--- config.mk ---
export PLATFORM = sky130hd
export DESIGN_NAME = calc_sequencer
export DESIGN_NICKNAME = d
export VERILOG_FILES = /design/src/rtl/calc_pkg.sv /design/src/rtl/calc_alu.sv /design/src/rtl/calc_sequencer.sv
export SDC_FILE = /design/constraint.sdc
export NUM_CORES = 1
export LEC_CHECK = 0
export CORE_AREA = 2 2 89 113
export DETAILED_ROUTE_END_ITERATION = 7
export DIE_AREA = 0 0 91 115
export GPL_ROUTABILITY_DRIVEN = 0
export GPL_TIMING_DRIVEN = 0
export PLACE_DENSITY = 0.71
export SLEW_MARGIN = 20
export SYNTH_ARGS = -nofsm -noshare
export SYNTH_HDL_FRONTEND = slang
export SYNTH_SLANG_ARGS = --single-unit
--- constraint.sdc ---
create_clock -name clk -period 3.3 [get_ports clk]
set_input_delay 0.33 -clock clk [delete_from_list [all_inputs] [get_ports clk]]
set_output_delay 0.33 -clock clk [all_outputs]
set_load 0.01 [all_outputs]
--- src/rtl/calc_pkg.sv ---
// Shared types and constants for the calculator command sequencer and its ALU.
package calc_pkg;

  localparam int NREGS_C = 10;
  localparam int DW_C    = 8;
  localparam int AW_C    = 4;

  typedef enum logic [2:0] {
    OP_ADD = 3'b000,
    OP_SUB = 3'b001,
    OP_AND = 3'b010,
    OP_OR  = 3'b011,
    OP_XOR = 3'b100,
    OP_MOV = 3'b101,
    OP_LDI = 3'b110,
    OP_CLR = 3'b111
  } op_e;

  typedef enum logic [2:0] {
    ST_IDLE = 3'd0,
    ST_RD_A = 3'd1,
    ST_RD_B = 3'd2,
    ST_EXEC = 3'd3,
    ST_WB   = 3'd4,
    ST_CLR  = 3'd5,
    ST_DONE = 3'd6
  } state_e;

  function automatic logic is_binary(input op_e op);
    return (op == OP_ADD) || (op == OP_SUB) || (op == OP_AND) ||
           (op == OP_OR)  || (op == OP_XOR);
  endfunction

endpackage

--- src/rtl/calc_alu.sv ---
// Combinational ALU used in the EXEC step: result, carry/borrow and zero flag.
module calc_alu
  import calc_pkg::*;
#(
  parameter int DW = DW_C
) (
  input  op_e           i_op,
  input  logic [DW-1:0] i_a,
  input  logic [DW-1:0] i_b,
  input  logic [DW-1:0] i_imm,
  output logic [DW-1:0] o_r,
  output logic          o_c,
  output logic          o_z
);

  logic [DW:0] w_full;

  // Bit DW carries the ADD carry-out or, for SUB, the borrow (set iff a < b).
  always_comb begin
    w_full = '0;
    case (i_op)
      OP_ADD:  w_full = {1'b0, i_a} + {1'b0, i_b};
      OP_SUB:  w_full = {1'b0, i_a} - {1'b0, i_b};
      OP_AND:  w_full = {1'b0, i_a & i_b};
      OP_OR:   w_full = {1'b0, i_a | i_b};
      OP_XOR:  w_full = {1'b0, i_a ^ i_b};
      OP_MOV:  w_full = {1'b0, i_a};
      OP_LDI:  w_full = {1'b0, i_imm};
      default: w_full = '0;
    endcase
  end

  assign o_r = w_full[DW-1:0];
  assign o_c = w_full[DW];
  assign o_z = (w_full[DW-1:0] == '0);

endmodule

--- src/rtl/calc_sequencer.sv ---
// Command sequencer driving the single port of the calculator register bank.
//
// state   | meaning
// IDLE    | ready for a command; address check at accept
// RD_A    | rb_address = src_a, capture operand A
// RD_B    | rb_address = src_b, capture operand B
// EXEC    | ALU result and flags registered
// WB      | single write of result to dst
// CLR     | zero registers 0..NREGS-1, one per cycle
// DONE    | one-cycle done pulse, err valid
module calc_sequencer
  import calc_pkg::*;
#(
  parameter int NREGS = NREGS_C,
  parameter int DW    = DW_C,
  parameter int AW    = AW_C
) (
  input  logic          clk,
  input  logic          reset,
  input  logic          cmd_valid,
  output logic          cmd_ready,
  input  logic [2:0]    cmd_op,
  input  logic [AW-1:0] cmd_src_a,
  input  logic [AW-1:0] cmd_src_b,
  input  logic [AW-1:0] cmd_dst,
  input  logic [DW-1:0] cmd_imm,
  output logic          rb_we,
  output logic [AW-1:0] rb_address,
  output logic [DW-1:0] rb_wdata,
  input  logic [DW-1:0] rb_rdata,
  output logic          busy,
  output logic          done,
  output logic          err,
  output logic [DW-1:0] result,
  output logic          flag_c,
  output logic          flag_z
);

  localparam logic [AW-1:0] LAST_ADDR = AW'(NREGS - 1);

  state_e        r_state;
  op_e           r_op;
  logic [AW-1:0] r_src_a;
  logic [AW-1:0] r_src_b;
  logic [AW-1:0] r_dst;
  logic [DW-1:0] r_imm;
  logic [DW-1:0] r_opa;
  logic [DW-1:0] r_opb;
  logic [DW-1:0] r_res;
  logic          r_c;
  logic          r_z;
  logic          r_err;
  logic [AW-1:0] r_cnt;

  op_e           w_op;
  logic          w_a_bad;
  logic          w_b_bad;
  logic          w_d_bad;
  logic          w_bad;
  logic [DW-1:0] w_alu_r;
  logic          w_alu_c;
  logic          w_alu_z;

  assign w_op    = op_e'(cmd_op);
  assign w_a_bad = (cmd_src_a > LAST_ADDR);
  assign w_b_bad = (cmd_src_b > LAST_ADDR);
  assign w_d_bad = (cmd_dst > LAST_ADDR);

  // Only the addresses an opcode actually uses are range-checked.
  assign w_bad = (w_d_bad && (w_op != OP_CLR)) ||
                 (w_a_bad && (is_binary(w_op) || (w_op == OP_MOV))) ||
                 (w_b_bad && is_binary(w_op));

  calc_alu #(
    .DW(DW)
  ) u_alu (
    .i_op (r_op),
    .i_a  (r_opa),
    .i_b  (r_opb),
    .i_imm(r_imm),
    .o_r  (w_alu_r),
    .o_c  (w_alu_c),
    .o_z  (w_alu_z)
  );

  always_ff @(posedge clk or negedge reset) begin
    if (!reset) begin
      r_state <= ST_IDLE;
      r_op    <= OP_ADD;
      r_src_a <= '0;
      r_src_b <= '0;
      r_dst   <= '0;
      r_imm   <= '0;
      r_opa   <= '0;
      r_opb   <= '0;
      r_res   <= '0;
      r_c     <= 1'b0;
      r_z     <= 1'b0;
      r_err   <= 1'b0;
      r_cnt   <= '0;
    end else begin
      case (r_state)
        ST_IDLE: begin
          if (cmd_valid) begin
            r_op    <= w_op;
            r_src_a <= cmd_src_a;
            r_src_b <= cmd_src_b;
            r_dst   <= cmd_dst;
            r_imm   <= cmd_imm;
            r_cnt   <= '0;
            r_err   <= w_bad;
            if (w_bad) begin
              r_state <= ST_DONE;
            end else begin
              case (w_op)
                OP_LDI:  r_state <= ST_EXEC;
                OP_CLR:  r_state <= ST_CLR;
                default: r_state <= ST_RD_A;
              endcase
            end
          end
        end
        ST_RD_A: begin
          r_opa   <= rb_rdata;
          r_state <= is_binary(r_op) ? ST_RD_B : ST_EXEC;
        end
        ST_RD_B: begin
          r_opb   <= rb_rdata;
          r_state <= ST_EXEC;
        end
        ST_EXEC: begin
          r_res   <= w_alu_r;
          r_c     <= w_alu_c;
          r_z     <= w_alu_z;
          r_state <= ST_WB;
        end
        ST_WB: begin
          r_state <= ST_DONE;
        end
        ST_CLR: begin
          if (r_cnt == LAST_ADDR) begin
            r_res   <= '0;
            r_c     <= 1'b0;
            r_z     <= 1'b1;
            r_state <= ST_DONE;
          end else begin
            r_cnt <= r_cnt + AW'(1);
          end
        end
        ST_DONE: begin
          r_state <= ST_IDLE;
        end
        default: begin
          r_state <= ST_IDLE;
        end
      endcase
    end
  end

  // Bank-port outputs decode from state only, so reset drops rb_we at once.
  always_comb begin
    rb_we      = 1'b0;
    rb_address = '0;
    rb_wdata   = '0;
    case (r_state)
      ST_RD_A: rb_address = r_src_a;
      ST_RD_B: rb_address = r_src_b;
      ST_WB: begin
        rb_we      = 1'b1;
        rb_address = r_dst;
        rb_wdata   = r_res;
      end
      ST_CLR: begin
        rb_we      = 1'b1;
        rb_address = r_cnt;
      end
      default: begin
        rb_we      = 1'b0;
        rb_address = '0;
      end
    endcase
  end

  assign cmd_ready = (r_state == ST_IDLE);
  assign busy      = (r_state != ST_IDLE);
  assign done      = (r_state == ST_DONE);
  assign err       = r_err && (r_state == ST_DONE);
  assign result    = r_res;
  assign flag_c    = r_c;
  assign flag_z    = r_z;

endmodule

* Yosys cells after proc, flatten, opt, wreduce, memory -nomap -nowiden
Cells that the tools add are included.
** Cells by class
- $add $sub $neg :: 3
- Divide/modulo/power cells :: 0
- Bitwise gates (word level) :: 3
- $lt $le $gt $ge :: 3
- Reductions and logical operators :: 27
- Muxes and demuxes :: 19
- Multiply operators :: 0
- Shift operators :: 0
- Equality and inequality tests :: 24
** Operator list (count)
- $pmux W9 S7 :: 1
- $eq A3 B3 Y1 const B :: 10
- $eq A3 B2 Y1 const B :: 6
- $pmux W3 S6 :: 1
- $mux W8 :: 2
- $pmux W4 S4 :: 1
- $pmux W8 S2 :: 1
- $gt A4 B4 Y1 const B :: 3
- $logic_or A1 B1 Y1 :: 11
- $add A8 B8 Y9 :: 1
- $eq A3 B1 Y1 const B :: 3
- $logic_not A3 Y1 :: 3
- $mux W3 :: 3
- $sub A8 B8 Y9 :: 1
- $and A8 B8 Y8 :: 1
- $logic_not A8 Y1 :: 1
- $mux W4 :: 2
- $or A8 B8 Y8 :: 1
- $pmux W4 S2 :: 1
- $xor A8 B8 Y8 :: 1
- $ne A2 B2 Y1 const B :: 3
- $pmux W3 S2 :: 1
- $reduce_and A2 Y1 :: 3
- $add A4 B1 Y4 const B :: 1
- other kinds (9) :: 17
** Word-level totals
- Logic and storage cells :: 92
- Bits in read-only memories :: 0
- Bits in writable memories :: 0
- Register bits after elaboration :: 57
- Output and inout port bits :: 27
- Memories :: 0
- Input bits :: 34
- Bits in latches :: 0

* Longest topological paths before layout
Gate-level depths: netlist of run 1.
- Word-level depth :: 12
- Depth in mapped cells :: 14
- Gate-level depth less buffers :: 12

* By module
From an unflattened synthesis of run 1, not the netlist that was laid out.
** Second synthesis, totals
- Cells, all modules :: 356
- Area total of the unflattened synthesis :: 3796.1 sq um
** Modules (own cells, without submodules)
- calc_sequencer :: seq. area each 1426.4 sq um, area an instance 2603.7 sq um, cells an instance 196, instances 1
- calc_alu :: seq. area each 0.0 sq um, area an instance 1192.4 sq um, cells an instance 160, instances 1

* Worst setup path before layout of run 1
Ideal clock, no wire load.
- Path type :: flip-flop to flip-flop
- From :: register r_op[1]
- To :: register r_z (netlist: flag_z)
- Data required time :: 3233 ps
- Path buffers :: 2
- Setup time :: 67 ps
- Arrival time :: 2752 ps
- Clock period less this slack :: 2819 ps
- Slack :: 481 ps
- Cell stages (with the launch flop) :: 14
- Cells stage by stage :: dfrtp_1 -> buf_2 -> buf_2 -> nor2_1 -> and2_1 -> a31oi_1 -> xnor2_1 -> ha_1 -> a21oi_1 -> nor3_1 -> a2111oi_4 -> a22oi_2 -> o41ai_2 -> o2111a_1
** Between the ends
- Longest elaborated chain between the ends :: 4
- Elaborated cells between the ends (all ways) :: 10
- Classes of those cells :: eq/ne (6); mux (2); reduce/logical (2)
** RTL lines
- from (decl) :: RTL line calc_sequencer.sv:42 : op_e r_op;
- from (signal assigned) :: RTL line calc_sequencer.sv:105 : r_op <= w_op;
- $eq A3 B3 Y1, or another cell as far along :: RTL line calc_alu.sv:21 : case (i_op)
- $pmux W9 S7 (*) :: RTL line calc_alu.sv:21
- $logic_not A8 Y1 (*) :: RTL line calc_alu.sv:35 : assign o_z = (w_full[DW-1:0] == '0);
- $pmux W1 S2 (*) :: RTL line calc_sequencer.sv:102 : case (r_state)
- to (signal assigned) :: RTL line calc_sequencer.sv:134 : r_z <= w_alu_z;
- to (decl) :: RTL line calc_sequencer.sv:51 : logic r_z;
Every way passes the cells marked *; elsewhere a longest branch is shown, timed or not.
A chain may end at the register's enable or synchronous reset.

* Worst setup path in the final report of run 1
- From :: register r_op[0]
- To :: register r_z (netlist: flag_z)
Same word-level chain as after synthesis.

==> key figures, run 1 <==
Drt
  – Vias per cell: 5.42
  – DRT Pass-1 Iters: 5
  – Drt wl/cell: 16.3 um
  – Met3 WL: 465 um
  – Met2 wire len: 5180 um
  – DRC errors left: 0
  – Remaining antenna violation count: 0
  – Total wire length: 10300 um
  – WL met1: 4150 um
  – Via count: 3421
  – Top routing layer in use: met4
  – DRT iter0 DRCs: 232

Final layout
  – Area growth syn-to-layout: 28.6%
  – Filler Cell Count: 932
  – Share of cells above drive strength 1: 7.92%
  – Final Util: 50.2%
  – # diodes: 0
  – Post-route cell area: 0.00472 mm^2
  – Multi-input logic area: 0.00208 mm^2
  – Fin cells: 631
  – Final nets: 562
  – Reg area: 0.00143 mm^2

CTS
  – Register clock-pin slew on the reported worst setup and hold paths: 0.05 ns
  – CTS Buffer Depth: 2
  – Hold-fix buffers, CTS: 0
  – CTS Sinks: 57
  – CTS H-tree lvls: 3
  – CTS tree: done
  – Clock latency on the worst-skew pair: 0.33 ns
  – Post-CTS sizing: 2
  – CTS buffer count: 9
  – Setup bufs post-CTS: 0
  – Root Driver: clkbuf_16

Placement
  – Cell area after placement: 0.00443 mm^2
  – Detailed Place HPWL: 7630 um
  – Dpl cells: 615
  – # port buffers: 60
  – Worst slack, placed: 0.0243 ns

Critical path
  – Worst setup startpoint: r_op[0]$_DFFE_PN0P_
  – Arrival @ worst endpoint: 3.44 ns
  – CP Class: register to register
  – Crit end category: register
  – Slowest cell on crit path: dfrtp_2
  – Crit path largest cell delay: 0.48 ns
  – Reg2reg start: r_op[0]$_DFFE_PN0P_
  – CP max FO: 10
  – Crit-path cells: buf_6, buf_8, and2_2, a31oi_2, xnor2_1, ha_2, a21oi_1, nor3_1, a2111oi_4, a22oi_2, o41ai_2, o2111a_1
  – R2R Setup Slk: 0.12 ns
  – Startpoint Class: register
  – Crit Reg-Reg Endpoint: flag_z$_DFFE_PN0P_
  – Reg2Reg Depth: 12
  – Worst Path Required: 3.56 ns

Logic synthesis
  – Top-count cell post-synth: nand2_1
  – Dominant synthesized flop cell: dfrtp_1
  – FF+latch count, synth: 57
  – Synth cell types: 57
  – Post-Syn Area: 0.00367 mm^2
  – Yosys top cell area share: 38.9%
  – Average size of a mapped cell: 8.55 um^2
  – Synth top cells by count: 110 x nand2_1, 57 x dfrtp_1, 36 x o21ai_0
  – Post-synth EDFFs: 0
  – Top cells by area, synth: dfrtp_1 39%, nand2_1 11%, ha_1 9.2%, o21ai_0 4.9%, a21oi_1 2.5%
  – Yosys warnings: 0
  – Ys async rst share: 100%
  – Post-Synthesis Cells: 429
  – Dominant cell type by area after synthesis: dfrtp_1
  – Net Count, Synth: 491
  – Seq/Total Area, Yosys: 38.9%

Run
  – Max cap viols: 0

STA
  – Worst Skew: 0.00594 ns
  – Number of hold violations in the final report: 0
  – Tmin final: 3.18 ns
  – Slew of the pin with the lowest slew margin: 0.833 ns
  – Crit share post-route: 96.4%
  – Final worst-path setup slack: 0.117 ns
  – Slew margin rel.: 44.3%
  – Final Setup Violations: 0
  – Pins over their slew limit: 0
  – TNS Setup: 0 ns
  – RSZ-0062 raised after global routing: no
  – Hold_ws: 0.0595 ns
  – Max Freq: 0.314 GHz

Floorplan
  – Die area: 0.0105 mm^2
  – Ports: 61
  – Chip width: 91 um
  – Die Span Y: 115 um
  – Area of the core: 0.00941 mm^2
  – Initial Utilization: 39.0%
  – Row count: 40

Global routing
  – Total Routing Usage GR: 20.5%
  – Initial antenna violation count: 0
  – Largest net degree at the start of global routing: 58
  – GRT overflow: 0
  – First-pass GRT wire length: 16800 um
  – Number of global-route vias before repair: 3529

Pwr
  – Leakage: 2.11 nW
  – Worst vdd ir: 0.469 mV
  – Power Dens Cells: 1150 mW/mm^2
  – Power Total: 5.42 mW

Run status
  – Status: completed

Min path
  – Worst hold path type: input port to async pin
[routing by layer]
metal,vias to the layer above,GRT usage (%)
met2,117,35.6
met3,38,4.00
met5,-,0
met4,0,13.2
li1,1621,-
met1,1645,23.1
[where the power goes]
part           internal, mW  switching [mW]
Combinational          1.44            1.87
Clock                 0.505           0.312
Sequential             1.02           0.275
[logic make-up (layout without fill, tap and decap cells)]
logic type | after synthesis | after routing | share of synthesized area [%]
DFF | 57 | 57 | 38.9
adders and majority gates | 28 | 28 | 9.75
buffers and inverters | 41 | 117 | 5.01
and+or+nand+nor | 184 | 184 | 22.7
xor gates and xnor gates | 10 | 10 | 2.39
AOI/OAI and AO/OA | 95 | 95 | 17.2
muxes | 14 | 14 | 4.09
[worst max-delay path: cells and delay by family (launching register included)]
kind                       cells  cell delay (ns)
DFF                            1             0.48
AOI/OAI and AO/OA              6             1.51
xor gates and xnor gates       1             0.14
buffers and inverters          2             0.33
and+or+nand+nor                2             0.30
adders and majority gates      1             0.34
[cell type report]
cell class | instances | area share, %
well taps | 126 | 3.34
flip-flops and latches | 57 | 30.2
clock buffers | 13 | 5.09
multi-input cells | 331 | 44.0
clock inverters | 3 | 0.371
plain buffers | 18 | 2.47
repair buffers | 60 | 12.7
inverters | 23 | 1.83
[sequential cells by signal (all words and copies together) (netlist names), 4 cells and up]
| name | count |
|---|---|
| r_imm | 8 |
| r_opa | 8 |
| r_opb | 8 |
| result | 8 |
| r_cnt | 4 |
| r_dst | 4 |
| r_src_a | 4 |
| r_src_b | 4 |
[layout by cell type (no fill, tap or decap), types with 5 or more instances in the layout]
cell,synthesis,final
dfrtp_1,57,56
clkbuf_1,9,13
nand3_1,11,11
clkbuf_16,0,9
a22oi_1,5,5
o21ai_0,36,35
nor3_1,5,5
nand2b_1,11,11
ha_1,27,26
a21oi_1,18,17
clkdlybuf4s50_1,0,59
inv_1,23,23
o211ai_1,5,5
nor2_1,18,17
nand2_1,110,110
and2_1,12,11
xnor2_1,7,7
mux2i_1,9,9
[how the worst max path moves through the flow]
stage                               endpoint  slack, ns  cells after the start
after detailed placement  flag_z$_DFFE_PN0P_       0.02                     13
after CTS                 flag_z$_DFFE_PN0P_       0.02                     13
after global placement    flag_z$_DFFE_PN0P_        0.1                     13
final                     flag_z$_DFFE_PN0P_       0.12                     12
after global routing      flag_z$_DFFE_PN0P_       0.03                     13
after floorplan           flag_z$_DFFE_PN0P_       0.48                     13
No activity file was read; power rests on OpenSTA's default activity.
==> inputs of run 2 (changes only) <==
--- a/config.mk
+++ b/config.mk
@@ -10,6 +10,7 @@
 export DIE_AREA = 0 0 91 115
 export GPL_ROUTABILITY_DRIVEN = 0
 export GPL_TIMING_DRIVEN = 0
+export MAX_ROUTING_LAYER = met4
 export PLACE_DENSITY = 0.71
 export SLEW_MARGIN = 20
 export SYNTH_ARGS = -nofsm -noshare
==> run 2 against run 1 <==
Clock power about the same. Die area unchanged. First-iteration DRC count grew 18%. Register-to-register slack about the same. Power fell by 0.14%. Maximum frequency rose by 0.12%. Utilization unchanged. Global-route usage up 0.61 points. Critical endpoint unchanged.
==> key figures, run 2 (synthesis gave the netlist of run 1 again) <==
Run status
  – Status: completed

CTS
  – CTS tree: done
  – CTS Sinks: 57 (unchanged)
  – Root Driver: clkbuf_16
  – Setup bufs post-CTS: 0 (unchanged)
  – Clock latency on the worst-skew pair: 0.33 ns (about the same)
  – CTS H-tree lvls: 3 (unchanged)
  – Hold-fix buffers, CTS: 0 (unchanged)
  – CTS buffer count: 9 (unchanged)
  – CTS Buffer Depth: 2 (unchanged)
  – Register clock-pin slew on the reported worst setup and hold paths: 0.05 ns (about the same)

Final layout
  – Filler Cell Count: 932 (unchanged)
  – Area growth syn-to-layout: 28.6% (unchanged)
  – Multi-input logic area: 0.00208 mm^2 (unchanged)
  – Final nets: 562 (unchanged)
  – Most frequent cells in the layout: 110 x nand2_1, 59 x clkdlybuf4s50_1, 56 x dfrtp_1, 35 x o21ai_0, 26 x ha_1
  – Final Util: 50.2% (unchanged)
  – # diodes: 0 (unchanged)
  – Share of cells above drive strength 1: 7.92% (unchanged)
  – Reg area: 0.00143 mm^2 (unchanged)
  – Leading cell type in the layout, fill and taps excluded: nand2_1

Floorplan
  – Ports: 61 (unchanged)
  – Row count: 40 (unchanged)
  – Area of the core: 0.00941 mm^2 (unchanged)
  – Die Span Y: 115 um (unchanged)
  – Chip width: 91 um (unchanged)
  – Die area: 0.0105 mm^2 (unchanged)
  – Initial Utilization: 39.0% (unchanged)

STA
  – Number of hold violations in the final report: 0 (unchanged)
  – Worst Skew: 0.00679 ns (+0.000849 ns)
  – Tmin final: 3.18 ns (-0.00374 ns)
  – Slew margin rel.: 43.8% (-0.53 points)
  – Hold_ws: 0.0589 ns (-0.000523 ns)
  – TNS Setup: 0 ns (unchanged)
  – Max Freq: 0.315 GHz (+0.12%)
  – Crit share post-route: 96.3% (-0.11 points)
  – Final Setup Violations: 0 (unchanged)
  – RSZ-0062 raised after global routing: no
  – Slew of the pin with the lowest slew margin: 0.840 ns (+0.00797 ns)
  – Pins over their slew limit: 0 (unchanged)

Run
  – Max cap viols: 0 (unchanged)

Global routing
  – GR Util met1: 23.0% (-0.083 points)
  – GRT overflow: 0 (unchanged)
  – First-pass GRT wire length: 16800 um (-0.12%)
  – Largest net degree at the start of global routing: 58 (unchanged)
  – Number of global-route vias before repair: 3530 (+0.028%)
  – GR peak layer: met2
  – Total Routing Usage GR: 21.1% (+0.61 points)
  – GR Util met3: 3.87% (-0.13 points)
  – GR Layer Usage met2: 35.7% (+0.099 points)
  – Initial antenna violation count: 0 (unchanged)

Critical path
  – Crit end category: register
  – Worst path buffer plus inverter count: 2 (unchanged)
  – Crit path largest cell delay: 0.48 ns (about the same)
  – Startpoint Class: register
  – CP max FO: 10 (unchanged)
  – Crit-path cells: buf_6, buf_8, and2_2, a31oi_2, xnor2_1, ha_2, a21oi_1, nor3_1, a2111oi_4, a22oi_2, o41ai_2, o2111a_1
  – Worst Path Required: 3.56 ns (about the same)
  – Arrival @ worst endpoint: 3.44 ns (about the same)
  – Slowest cell on crit path: dfrtp_2
  – CP top delay family: compound AO/OA/AOI/OAI gates
  – CP Class: register to register

Pwr
  – Worst vdd ir: 0.470 mV (about the same)
  – Power Dens Cells: 1150 mW/mm^2 (-0.14%)
  – Leakage: 2.11 nW (unchanged)

Drt
  – Remaining antenna violation count: 0 (unchanged)
  – Drt wl/cell: 16.3 um (about the same)
  – Vias per cell: 5.45 (+0.50%)
  – Total wire length: 10300 um (about the same)
  – DRC errors left: 0 (unchanged)
  – DRT iter0 DRCs: 273 (+18%)
  – Via count: 3438 (+0.50%)
  – DRT Pass-1 Iters: 6 (+1)

Min path
  – Worst hold path type: input port to async pin

Placement
  – Detailed Place HPWL: 7630 um (unchanged)
  – # port buffers: 60 (unchanged)
## run 2: cell counts in the layout (fill, tap and decap cells not counted)
Identical to the previous run, type by type.
## run 2: worst paths after layout
path	end	slack (ns)	cells after the start	from
setup / recovery	flag_z$_DFFE_PN0P_	0.12	12	r_op[0]$_DFFE_PN0P_
hold / removal	r_opa[2]$_DFFE_PN0N_	0.06	1	reset
setup reg to reg	flag_z$_DFFE_PN0P_	0.12	12	r_op[0]$_DFFE_PN0P_
hold reg to reg	r_dst[3]$_DFFE_PN0P_	0.48	2	r_dst[3]$_DFFE_PN0P_
max in group asynchronous	r_op[0]$_DFFE_PN0P_	2.73	1	reset
min in group clk	r_dst[3]$_DFFE_PN0P_	0.48	2	r_dst[3]$_DFFE_PN0P_
## run 2: timing repair
| action | 4_1_cts | 5_1_grt |
|---|---|---|
| gates resized for setup | 2 | 13 |
| endpoints found under the hold margin | 0 | 0 |
| setup endpoints to repair | 1 | 2 |
## run 2: where the power goes
part	switching (mW)	total [mW]	internal, mW	leakage, nW
Combinational	1.86	3.30	1.44	1.27
Clock	0.311	0.816	0.504	0.124
Sequential	0.275	1.30	1.02	0.714
## run 2: per-stage QoR
stage          area [um^2]  setup WS, ns  instances  power (mW)
2_1_floorplan         3670         0.481        429        3.48
3_3_place_gp          4430        0.0963        615        4.37
3_5_place_dp          4430        0.0243        615        4.48
4_1_cts               4690        0.0187        631        5.33
5_1_grt               4720        0.0334        631        5.86
6_report              4720         0.121        631        5.41
## run 2: final cells by class
class                      instances  area share [%]
clock inverter                     3           0.371
timing repair buffer              60            12.7
buffer                            18            2.47
multi-input combinational        331            44.0
clock buffer                      13            5.09
tap                              126            3.34
sequential                        57            30.2
inverter                          23            1.83
## run 2: routing by layer
metal  up-vias  routed length [um]
met5         -                   0
met4         0                 470
met3        40                 493
met2       124                5200
met1      1652                4090
li1       1622                   -
==> inputs of run 3 (changes only) <==
--- a/config.mk
+++ b/config.mk
@@ -12,6 +12,7 @@
 export GPL_TIMING_DRIVEN = 0
 export MAX_ROUTING_LAYER = met4
 export PLACE_DENSITY = 0.71
+export SKIP_LAST_GASP = 1
 export SLEW_MARGIN = 20
 export SYNTH_ARGS = -nofsm -noshare
 export SYNTH_HDL_FRONTEND = slang
==> constraint.sdc (replaced) <==
create_clock -name clk -period 3.2 [get_ports clk]
set_input_delay 0.32 -clock clk [delete_from_list [all_inputs] [get_ports clk]]
set_output_delay 0.32 -clock clk [all_outputs]
set_load 0.01 [all_outputs]
==> run 3 against run 2 <==
Worst setup slack worse by 0.014 ns. Sequential cell count stayed put. Cell count rose by 0.16%. Clock power up 3.9%. Non-clock buffer count is 1 higher. Maximum frequency is 2.8% higher. Power increased by 4.4%. Sequential power grew 3%. Largest cell class unchanged. Largest power group unchanged.
==> key figures, run 3 (synthesis gave the netlist of run 1 again) <==
Run
  – Max cap viols: 0 (unchanged)

CTS
  – CTS Buffer Depth: 2 (unchanged)
  – CTS H-tree lvls: 3 (unchanged)
  – Clock latency on the worst-skew pair: 0.34 ns (about the same)
  – Root Driver: clkbuf_16
  – CTS Sinks: 57 (unchanged)
  – Register clock-pin slew on the reported worst setup and hold paths: 0.05 ns (about the same)
  – CTS buffer count: 9 (unchanged)
  – Hold-fix buffers, CTS: 0 (unchanged)
  – CTS tree: done

Placement
  – # port buffers: 60 (unchanged)
  – Dpl cells: 615 (unchanged)
  – Detailed Place HPWL: 7630 um (unchanged)

Final layout
  – Final Util: 50.2% (+0.080 points)
  – Area growth syn-to-layout: 28.8%
  – Fin cells: 632 (+0.16%)
  – Share of cells above drive strength 1: 8.10% (+0.18 points)
  – Final nets: 563 (+0.18%)
  – Leading cell type in the layout, fill and taps excluded: nand2_1
  – # diodes: 0 (unchanged)
  – Most frequent cells in the layout: 110 x nand2_1, 59 x clkdlybuf4s50_1, 56 x dfrtp_1, 34 x o21ai_0, 27 x ha_1

Global routing
  – Number of global-route vias before repair: 3533 (+0.085%)
  – Largest net degree at the start of global routing: 58 (unchanged)
  – Total Routing Usage GR: 21.2% (+0.072 points)
  – First-pass GRT wire length: 16800 um (+0.37%)
  – Initial antenna violation count: 0 (unchanged)
  – GRT overflow: 0 (unchanged)

Floorplan
  – Ports: 61 (unchanged)
  – Chip width: 91 um (unchanged)
  – Initial Utilization: 39.0% (unchanged)
  – Die Span Y: 115 um (unchanged)
  – Row count: 40 (unchanged)
  – Die area: 0.0105 mm^2 (unchanged)
  – Area of the core: 0.00941 mm^2 (unchanged)

Critical path
  – Crit path top cell by count: buf_4
  – Crit-path cells: buf_4, buf_4, nor2_4, and2_4, a31oi_1, xnor2_1, ha_1, a21oi_1, nor3_1, a2111oi_4, a22oi_2, o41ai_2, o2111a_1
  – Arrival @ worst endpoint: 3.36 ns (-0.08 ns)
  – Slowest cell on crit path: o41ai_2
  – Worst Path Required: 3.46 ns (-0.10 ns)
  – Crit end category: register
  – CP max FO: 10 (unchanged)
  – Worst path buffer plus inverter count: 2 (unchanged)
  – CP top delay family: compound AO/OA/AOI/OAI gates
  – CP Class: register to register
  – Crit path largest cell delay: 0.40 ns (-0.08 ns)
  – Startpoint Class: register

STA
  – Slew margin rel.: 44.5% (+0.69 points)
  – Number of hold violations in the final report: 0 (unchanged)
  – Tmin final: 3.09 ns (-0.0861 ns)
  – Pins over their slew limit: 0 (unchanged)
  – TNS Setup: 0 ns (unchanged)
  – Slew of the pin with the lowest slew margin: 0.830 ns (-0.0103 ns)
  – Crit share post-route: 96.7% (+0.32 points)
  – Worst Skew: 0.00801 ns (+0.00123 ns)
  – Max Freq: 0.323 GHz (+2.8%)
  – RSZ-0062 raised after global routing: yes
  – Final Setup Violations: 0 (unchanged)

Drt
  – Via count: 3471 (+0.96%)
  – Vias per cell: 5.49 (+0.80%)
  – DRC errors left: 0 (unchanged)
  – Remaining antenna violation count: 0 (unchanged)
  – DRT Pass-1 Iters: 5 (-1)
  – Total wire length: 10300 um (+0.71%)
  – DRT iter0 DRCs: 278 (+1.8%)
  – Drt wl/cell: 16.3 um (+0.55%)

Pwr
  – Power Total: 5.65 mW (+4.4%)
  – Leakage: 2.11 nW (+0.37%)
  – Power Dens Cells: 1200 mW/mm^2 (+4.2%)
  – Worst vdd ir: 0.488 mV (+3.9%)

Min path
  – Worst hold path type: input port to async pin

Run status
  – Status: completed
[run 3: power breakdown]
group | internal (mW) | switching (mW)
sequential | 1.06 | 0.284
combinational | 1.51 | 1.96
clock | 0.520 | 0.328
[run 3: through the flow]
step	worst slack (ns)	area [um^2]	hold slack [ns]
global placement	-0.00373	4430	0.462
global route	0.00493	4730	0.118
floorplan	0.381	3670	0.0244
finish	0.107	4730	0.0511
CTS	0.0411	4700	0.0804
detailed placement	-0.0757	4430	0.426
[run 3: final timing paths]
check                                       end  depth (start not counted)  slack [ns]            startpoint
max                          flag_z$_DFFE_PN0P_                         13        0.11   r_op[2]$_DFFE_PN0P_
min in group clk           r_dst[3]$_DFFE_PN0P_                          2        0.48  r_dst[3]$_DFFE_PN0P_
min reg2reg                r_dst[3]$_DFFE_PN0P_                          2        0.48  r_dst[3]$_DFFE_PN0P_
max reg2reg                  flag_z$_DFFE_PN0P_                         13        0.11   r_op[2]$_DFFE_PN0P_
max in group asynchronous   r_op[0]$_DFFE_PN0P_                          1        2.63                 reset
min                        r_opa[2]$_DFFE_PN0N_                          1        0.05                 reset
[run 3: what timing repair did]
action                     CTS  global route
setup endpoints to repair    2             2
resized for setup            6             8
setup buffers                1             0
pin swaps                    1             3
[run 3: routing by layer]
metal | part of all wire, % | track usage [%] | vias to the layer above
li1 | - | - | 1628
met2 | 50 | 35.9 | 136
met1 | 40 | 23.1 | 1668
met4 | 4.5 | 13.3 | 0
met3 | 4.8 | 3.74 | 39
met5 | 0 | - | -
[run 3: layout make-up]
class                      count  area [um^2]
clock buffer                  13          240
timing repair buffer          61          606
inverter                      23         86.3
tap                          126          158
buffer                        18          109
fill                         930         4680
multi-input combinational    331         2080
sequential                    57         1430
clock inverter                 3         17.5
==> variant, RTL diff (flow settings as in run 3) <==
Make the reset (`reset`) synchronous in one clocked block.
--- a/src/rtl/calc_sequencer.sv
+++ b/src/rtl/calc_sequencer.sv
@@ -83,7 +83,7 @@
     .o_z  (w_alu_z)
   );
 
-  always_ff @(posedge clk or negedge reset) begin
+  always_ff @(posedge clk) begin
     if (!reset) begin
       r_state <= ST_IDLE;
       r_op    <= OP_ADD;
Check against the original RTL: differs if reset is asserted again (counterexample within 4 cycles, from zero or initial values and one cycle with reset low); with reset held inactive, the same outputs for 10 cycles.
==> variant against run 3 <==
- wire length is 7.7% higher
- sequential cell count stayed put
- design area is 0.34% lower
- worst setup slack better by 0.0046 ns
- clock skew is 0.0018 ns lower
- area after synthesis is 1.8% lower
- hold slack better by 0.40 ns
Power is not compared: it rests on default switching activity, and its combinational part moved more than twofold at a synthesized area within 25%.
==> variant: results (changes against run 3) <==
max incr delay on CP=0.47 ns (+0.07 ns); Setup Skew=0.00617 ns (-0.00184 ns); Post-DP Area=4360 µm² (-1.4%); XOR/XNOR Fraction of Synth Area=2.43% (+0.044 points); worst-case reg-to-reg path depth=12 (-1); DPL Wire Length=8210 µm (+7.6%); initial detailed-routing violation count=392 (+41%); Post-CTS Setup Bufs=0 (-1); syn nets=533 (+8.6%); Slew headroom=53.2% (+8.8 points); post-cts resize count=7 (+1); Final nets=604 (+7.3%); Synth Area in Adders=9.93% (+0.18 points); vias post-DR=3682 (+6.1%); CP Max Fanout=10 (unchanged); WL per Instance=16.5 µm (+1.2%); IO buf count=60 (unchanged); CP Data Arrival Time=3.36 ns (about the same); drt pass-1 iters=6 (+1); share of layout cells above drive strength 1=8.23% (+0.12 points); Synth cell types=62 (+8.8%); CP max stage cell=or4_1; status=finished, final reports clean; final core utilization=50.1% (-0.17 points); Hold WC Path Type=flop to flop; post-synthesis mux area share=2.85% (-1.2 points); n_diodes=0 (unchanged); Post-synth top cells=nand2_1, nor2_1, a21oi_1, dfxtp_1, ha_1; sequential share of the synthesized area=31.7% (-7.2 points); Fillers=937 (+0.75%); first-pass GRT wire length=17800 µm (+5.7%); vias in the first global route=3609 (+2.2%); top post-synthesis cells by area=dfxtp_1, ha_1, a21oi_1, nand2_1, nor2_1; largest net degree at the start of global routing=11 (-81%); Yosys warning count=0 (unchanged); Synth Area in Compound Gates=21.4% (+4.2 points); GRT Util Overall=22.4% (+1.2 points)
-- variant: cell families (layout without fill, tap and decap cells) --
logic type	Yosys count	in the layout
AOI/OAI and AO/OA	120	120
xor gates and xnor gates	10	10
adders and majority gates	28	28
buffers and inverters	49	125
DFF	57	57
muxes	9	9
and+or+nand+nor	198	198
-- variant: path summary, 6_finish.rpt --
path | endpoint | startpoint | slack [ns]
worst max-delay path | flag_c | r_op[0] | 0.11
worst min-delay path | r_err | r_err | 0.45
worst max register to register | flag_c | r_op[0] | 0.11
worst min register to register | r_err | r_err | 0.45
-- variant: through the flow --
stage,setup WS (ns),hold WS (ns),std cells,power [mW]
global route,0.00145,0.472,673,3.40
finish,0.112,0.453,673,3.23
detailed placement,-0.161,0.444,657,2.13
CTS,0.0285,0.451,673,3.21
floorplan,0.368,0.432,471,1.76
global placement,-0.0934,0.442,657,2.10
-- variant: metal layers --
layer	wire [µm]	GRT usage, %	vias up
met2	5540	38.2	165
li1	-	-	1760
met4	442	10.8	0
met5	0	-	-
met1	4400	24.3	1715
met3	743	5.77	42
-- variant: critical path, delay by kind of cell (launching register included) --
family                     cells  cell delay [ns]
and+or+nand+nor                4             0.90
AOI/OAI and AO/OA              3             0.68
xor gates and xnor gates       1             0.13
DFF                            1             0.37
buffers and inverters          3             0.60
adders and majority gates      1             0.33
-- variant: cell type report --
cell class / count / area share [%]
timing repair buffer: 60 / 12.7
multi-input combinational: 365 / 48.1
sequential: 57 / 24.2
buffer: 25 / 2.87
clock inverter: 5 / 1.67
inverter: 24 / 1.91
tap: 126 / 3.35
clock buffer: 11 / 5.15
-- variant: where the power goes --
group	total (mW)	internal (mW)	switching [mW]	leakage, nW
registers	0.860	0.789	0.0705	0.464
logic	1.31	0.555	0.759	1.25
clock network	1.06	0.701	0.355	0.159
